**config.mk**
```make
export PLATFORM = sky130hd
export DESIGN_NAME = hazard_ctrl
export DESIGN_NICKNAME = d
export VERILOG_FILES = /design/src/rtl/hazard_pkg.sv /design/src/rtl/hazard_shadow_stage.sv /design/src/rtl/hazard_ctrl.sv
export SDC_FILE = /design/constraint.sdc
export NUM_CORES = 1
export LEC_CHECK = 0
export ABC_CLOCK_PERIOD_IN_PS = 2690
export CAP_MARGIN = 30
export CORE_MARGIN = 3
export CORE_UTILIZATION = 40
export DETAILED_ROUTE_END_ITERATION = 8
export HOLD_SLACK_MARGIN = 0.12
export PLACE_DENSITY = 0.65
export SLEW_MARGIN = 20
export SYNTH_ARGS = -nofsm -noshare
export SYNTH_HDL_FRONTEND = slang
export SYNTH_SLANG_ARGS = --single-unit
```
**constraint.sdc**
```tcl
create_clock -name clk -period 2.69 [get_ports clk]
set_clock_uncertainty 0.2 [all_clocks]
set_input_delay 0.538 -clock clk [delete_from_list [all_inputs] [get_ports clk]]
set_output_delay 0.538 -clock clk [all_outputs]
set_load 0.02 [all_outputs]
```
**src/rtl/hazard_pkg.sv**
```systemverilog
// hazard_pkg: shared entry layout and forwarding-select constants for hazard_ctrl
package hazard_pkg;
  localparam int AW_MAX = 8;
  localparam int FWD_SEL_W = 3;
  localparam logic [FWD_SEL_W-1:0] FWD_NONE = '0;
  typedef struct packed {
    logic vld;
    logic wr;
    logic ld;
    logic rs_u;
    logic rt_u;
    logic [AW_MAX-1:0] rd;
    logic [AW_MAX-1:0] rs;
    logic [AW_MAX-1:0] rt;
  } entry_t;
endpackage

```
**src/rtl/hazard_shadow_stage.sv**
```systemverilog
// hazard_shadow_stage: one shadow pipeline entry register, frozen while hold is high
module hazard_shadow_stage
  import hazard_pkg::*;
(
  input  logic   clk,
  input  logic   rst,
  input  logic   hold,
  input  entry_t d,
  output entry_t q
);
  // capture the upstream entry unless the pipeline is frozen
  always_ff @(posedge clk or posedge rst)
    if (rst) q <= '0;
    else if (!hold) q <= d;
endmodule

```
**src/rtl/hazard_ctrl.sv**
```systemverilog
// hazard_ctrl: stall/bubble/flush generation, EX forwarding selects and stall counting
module hazard_ctrl
  import hazard_pkg::*;
#(
  parameter int AW        = 3,
  parameter int DEPTH     = 3,
  parameter int FWD_EN    = 1,
  parameter int RF_BYPASS = 1,
  parameter int CNT_W     = 16
) (
  input  logic                 clk,
  input  logic                 rst,
  input  logic                 dec_valid,
  input  logic [AW-1:0]        dec_rs,
  input  logic [AW-1:0]        dec_rt,
  input  logic                 dec_rs_used,
  input  logic                 dec_rt_used,
  input  logic [AW-1:0]        dec_rd,
  input  logic                 dec_wr_en,
  input  logic                 dec_is_load,
  input  logic                 br_taken,
  input  logic                 hold,
  output logic                 stall,
  output logic                 bubble,
  output logic                 flush,
  output logic [FWD_SEL_W-1:0] fwd_rs_sel,
  output logic [FWD_SEL_W-1:0] fwd_rt_sel,
  output logic [CNT_W-1:0]     stall_cnt
);
  entry_t e [DEPTH];
  entry_t d [DEPTH];
  logic [AW_MAX-1:0] rs_x, rt_x;
  logic haz_rs, haz_rt, haz;

  function automatic logic match(input entry_t x, input logic [AW_MAX-1:0] s);
    return x.vld & x.wr & (x.rd == s);
  endfunction

  assign rs_x = AW_MAX'(dec_rs);
  assign rt_x = AW_MAX'(dec_rt);

  // with forwarding only a load right ahead blocks; otherwise any unretired writer blocks
  always_comb begin
    haz_rs = 1'b0;
    haz_rt = 1'b0;
    for (int k = 0; k < DEPTH; k++)
      if (FWD_EN != 0 ? (k == 0 && e[k].ld) : (k < DEPTH - RF_BYPASS)) begin
        haz_rs = haz_rs | match(e[k], rs_x);
        haz_rt = haz_rt | match(e[k], rt_x);
      end
  end

  assign haz    = dec_valid & ((dec_rs_used & haz_rs) | (dec_rt_used & haz_rt));
  assign flush  = br_taken;
  assign stall  = haz & ~br_taken;
  assign bubble = stall | br_taken;

  // build the next ID/EX entry and the shift chain inputs
  always_comb begin
    d[0] = '0;
    if (dec_valid && !bubble) begin
      d[0].vld  = 1'b1;
      d[0].wr   = dec_wr_en;
      d[0].ld   = dec_is_load;
      d[0].rs_u = dec_rs_used;
      d[0].rt_u = dec_rt_used;
      d[0].rd   = AW_MAX'(dec_rd);
      d[0].rs   = rs_x;
      d[0].rt   = rt_x;
    end
    for (int k = 1; k < DEPTH; k++) d[k] = e[k-1];
  end

  for (genvar i = 0; i < DEPTH; i++) begin : g_stage
    hazard_shadow_stage u_stage (
      .clk  (clk),
      .rst  (rst),
      .hold (hold),
      .d    (d[i]),
      .q    (e[i])
    );
  end

  // scan oldest to youngest so the youngest matching producer is the one left selected
  always_comb begin
    fwd_rs_sel = FWD_NONE;
    fwd_rt_sel = FWD_NONE;
    for (int k = DEPTH - 1; k >= 1; k--) begin
      if (FWD_EN != 0 && e[0].rs_u && match(e[k], e[0].rs)) fwd_rs_sel = FWD_SEL_W'(k);
      if (FWD_EN != 0 && e[0].rt_u && match(e[k], e[0].rt)) fwd_rt_sel = FWD_SEL_W'(k);
    end
  end

  // saturating count of stalled cycles, frozen with the pipeline
  always_ff @(posedge clk or posedge rst)
    if (rst) stall_cnt <= '0;
    else if (stall && !hold && !(&stall_cnt)) stall_cnt <= stall_cnt + 1'b1;
endmodule

```
==> impl_metrics.env <==
export IMPL_clock_path_buffers=2
export IMPL_dpl_hpwl_um=3100
export IMPL_fin_area_um2=2590
export IMPL_coreArea_um2=4530
export IMPL_min_delay_path_class="flop to flop"
export IMPL_netlist_area_before_placement_um2=1950
export IMPL_power_dens_cells_nw_per_um2=466
export IMPL_areaGrowthSynthToFinish_pct=32.9
export IMPL_critical_path_max_stage_delay_ns=0.51
export IMPL_routed_wire_length_per_instance_um=15.0
export IMPL_yosys_register_bits=40
export IMPL_critPathRequiredTime_ns=1.95
export IMPL_antenna_found_initial=0
export IMPL_vdd_ir_drop_worst_mv=0.205
export IMPL_fin_crit_ns=2.49
export IMPL_cts_sinks=40
export IMPL_multi_input_area_um2=881
export IMPL_path_clk_slew_ns=0.07
export IMPL_num_nets_final=230
export IMPL_critPathSlowestCell="clkdlybuf4s50_1"
export IMPL_syn_inst_count=156
export IMPL_drt_first_pass_iters=4
export IMPL_power_static_leakage_nw=1.25
export IMPL_fin_total_pwr_mw=1.21
export IMPL_design_die_area_um2=5750
export IMPL_fmax_ghz=0.401
export IMPL_synthesis_area_per_instance_um2=12.5
export IMPL_cts_htree_levels=2
export IMPL_filler_cell_count=369
export IMPL_run_status="finished, final reports clean"
export IMPL_layoutNonFillerInstCount=276
export IMPL_timing_critical_path_arrival_ns=1.75
export IMPL_async_flop_share_pct=100
export IMPL_grt_setup_unrepaired="no"
export IMPL_timing_final_crit_share_pct=92.6
export IMPL_max_slew_margin_rel_pct=66.6
export IMPL_floorplan_rows=24
export IMPL_worstPathBufferInverterCount=2
export IMPL_chipHeight_um=75.8
export IMPL_tightestPinTransition_ns=0.501
export IMPL_placedInstanceArea_um2=2480
export IMPL_ys_dominant_reg_cell="dfrtp_1"
export IMPL_cts_tree="yes"
export IMPL_grt_ovfl_total=0
export IMPL_antenna_left=0
export IMPL_start_util_pct=43.0
export IMPL_timing_critical_path_to_type="primary output"
export IMPL_dr_total_vias=1426
export IMPL_total_detailed_routing_wirelength_um=4140
export IMPL_dr_first_iter_drc_count=76
export IMPL_synth_enable_flop_cells=0
export IMPL_critical_path_top_delay_family="buffers and inverters"
export IMPL_cts_buffers_inserted=5
export IMPL_place_inst=268
export IMPL_global_placement_routability_congestion=0.935
export IMPL_regArea_um2=1000
export IMPL_post_synth_num_cell_types=29
export IMPL_viasPerCell=5.17
export IMPL_path_cells="clkdlybuf4s50_1, nand4_1, a21oi_2, nor2b_1, buf_4"
export IMPL_setup_tns_ns=0
export IMPL_drc_errors=0
export IMPL_timing_final_setup_violations=0
export IMPL_yosysWarningCount=0
export IMPL_critical_path_max_fanout=3
export IMPL_postLayoutCoreUtil_pct=57.1
export IMPL_postCtsHoldBufs=0
export IMPL_final_layout_size_suffix_gt1_share_pct=22.3
export IMPL_boundaryPins=43
export IMPL_grt_usage_pct=16.1
export IMPL_yosysSeqAreaShare_pct=51.3
export IMPL_report_final_slew_viol_count=0
export IMPL_grt_max_degree=41
export IMPL_worst_skew_pair_late_latency_ns=0.28
export IMPL_clk_root_buffer_cell="clkbuf_8"
export IMPL_insertedDiodeCount=0
export IMPL_cap_violations=0
export IMPL_port_buffers=40
export IMPL_start_kind="input port"
export IMPL_grt_first_pass_wirelength_um=6930
export IMPL_die_x_um=75.8
export IMPL_criticalPathCategory="input port to primary output"
export IMPL_final_hold_viol_count=0
export IMPL_grt_pass1_vias=1477
flip-flops by register name, summed over array words and instances, names as in the netlist:
register,count
stall_cnt,16
g_stage.u_stage.q,24
through the flow:
stage	setup slack (ns)	hold slack, ns
after global routing	0.115	0.327
after floorplan	0.247	0.272
after detailed placement	-0.417	0.300
after CTS	0.0249	0.318
after global placement	-0.438	0.285
final	0.198	0.312
metal layers:
layer  vias up  wire length, um  track usage [%]  part of all wire, %
li1        669                -                -                    -
met4         0               38             5.05                 0.92
met5         -                0                0                    0
met1       705             1850             20.4                   45
met3         4              242             4.88                  5.8
met2        48             2010             26.2                   49
cells by family (layout without fill, tap and decap cells):
kind of cell | count (synthesis) | in the layout | synth area share [%]
multiplexers | 11 | 11 | 6.35
other | 1 | 2 | 0.192
AND/OR/NAND/NOR | 43 | 43 | 14.6
adder cells (fa/ha/maj) | 1 | 1 | 0.642
buffers and inverters | 10 | 64 | 3.85
XOR/XNOR | 33 | 33 | 14.8
AO/OA/AOI/OAI | 17 | 17 | 8.22
flip-flops | 40 | 40 | 51.3
layout by cell type (no fill, tap or decap):
| master | count |
|---|---|
| dfrtp_1 | 40 |
| clkdlybuf4s50_1 | 28 |
| xnor2_1 | 23 |
| buf_4 | 17 |
| nand4_1 | 13 |
| a22o_1 | 13 |
| mux2_2 | 11 |
| nand3_1 | 10 |
| xor2_1 | 10 |
| clkbuf_8 | 7 |
| dlymetal6s2s_1 | 7 |
| nor4_1 | 4 |
| and3_1 | 3 |
| and3_2 | 3 |
| dlygate4sd2_1 | 3 |
| and4_4 | 2 |
| conb_1 | 2 |
| a21oi_2 | 1 |
| nor2_1 | 1 |
| a311oi_4 | 1 |
| and2_2 | 1 |
| nand2_1 | 1 |
| a211oi_1 | 1 |
| and2_1 | 1 |
| nor4b_4 | 1 |
| or2_2 | 1 |
| nor2b_1 | 1 |
| inv_1 | 1 |
| nand2_2 | 1 |
| a21o_1 | 1 |
| ha_1 | 1 |
| buf_2 | 1 |
synth_stat cells, types with 2 or more instances:
cell type	n	area, um^2
and3_2	3	22.5
clkbuf_1	2	7.51
xnor2_1	23	201
mux2_2	11	124
and3_1	3	18.8
dfrtp_1	40	1000
nand3_1	10	50.1
and4_4	2	22.5
xor2_1	10	87.6
buf_6	3	33.8
a22o_1	13	114
nor4_1	4	25.0
nand4_1	13	81.3
buf_4	4	30.0
timing repair:
action / in CTS / in global routing
buffers inserted: 1 / 0
resized for setup: 12 / 8
pin swaps: 2 / 3
endpoints found under the setup margin: 5 / 3
worst register-to-register path: cells and delay by family, from the launching register on:
kind                      cells  cell delay [ns]
xor gates and xnor gates      1             0.15
buffers and inverters         1             0.24
DFF                           1             0.43
AOI/OAI and AO/OA             1             0.47
and+or+nand+nor               3             0.56
path summary, 6_finish.rpt:
kind	slack [ns]	from	end	depth (start not counted)
max in group asynchronous	1.47	rst	g_stage[0].u_stage.q[24]$_DFFE_PP0N_	3
min in group asynchronous	0.47	rst	g_stage[0].u_stage.q[27]$_DFFE_PP0N_	3
worst min-delay path	0.31	stall_cnt[15]$_DFFE_PP0P_	stall_cnt[15]$_DFFE_PP0P_	1
worst max-delay path	0.20	dec_rt_used	stall	5
worst max register to register	0.53	stall_cnt[8]$_DFFE_PP0P_	stall_cnt[12]$_DFFE_PP0P_	6
worst min register to register	0.31	stall_cnt[15]$_DFFE_PP0P_	stall_cnt[15]$_DFFE_PP0P_	1
report_power, final:
group | internal [mW] | total, mW | switching (mW)
clock | 0.228 | 0.415 | 0.187
combinational | 0.0761 | 0.135 | 0.0588
sequential | 0.627 | 0.656 | 0.0289
area by class of cell:
class                   instances  share of cell area (%)
flip-flops and latches         40                    38.6
clock buffers                   7                    3.72
multi-input cells             107                    34.0
well taps                      65                    3.14
inverters                       1                   0.145
repair buffers                 56                    20.3
No activity file was read; power rests on OpenSTA's default activity.
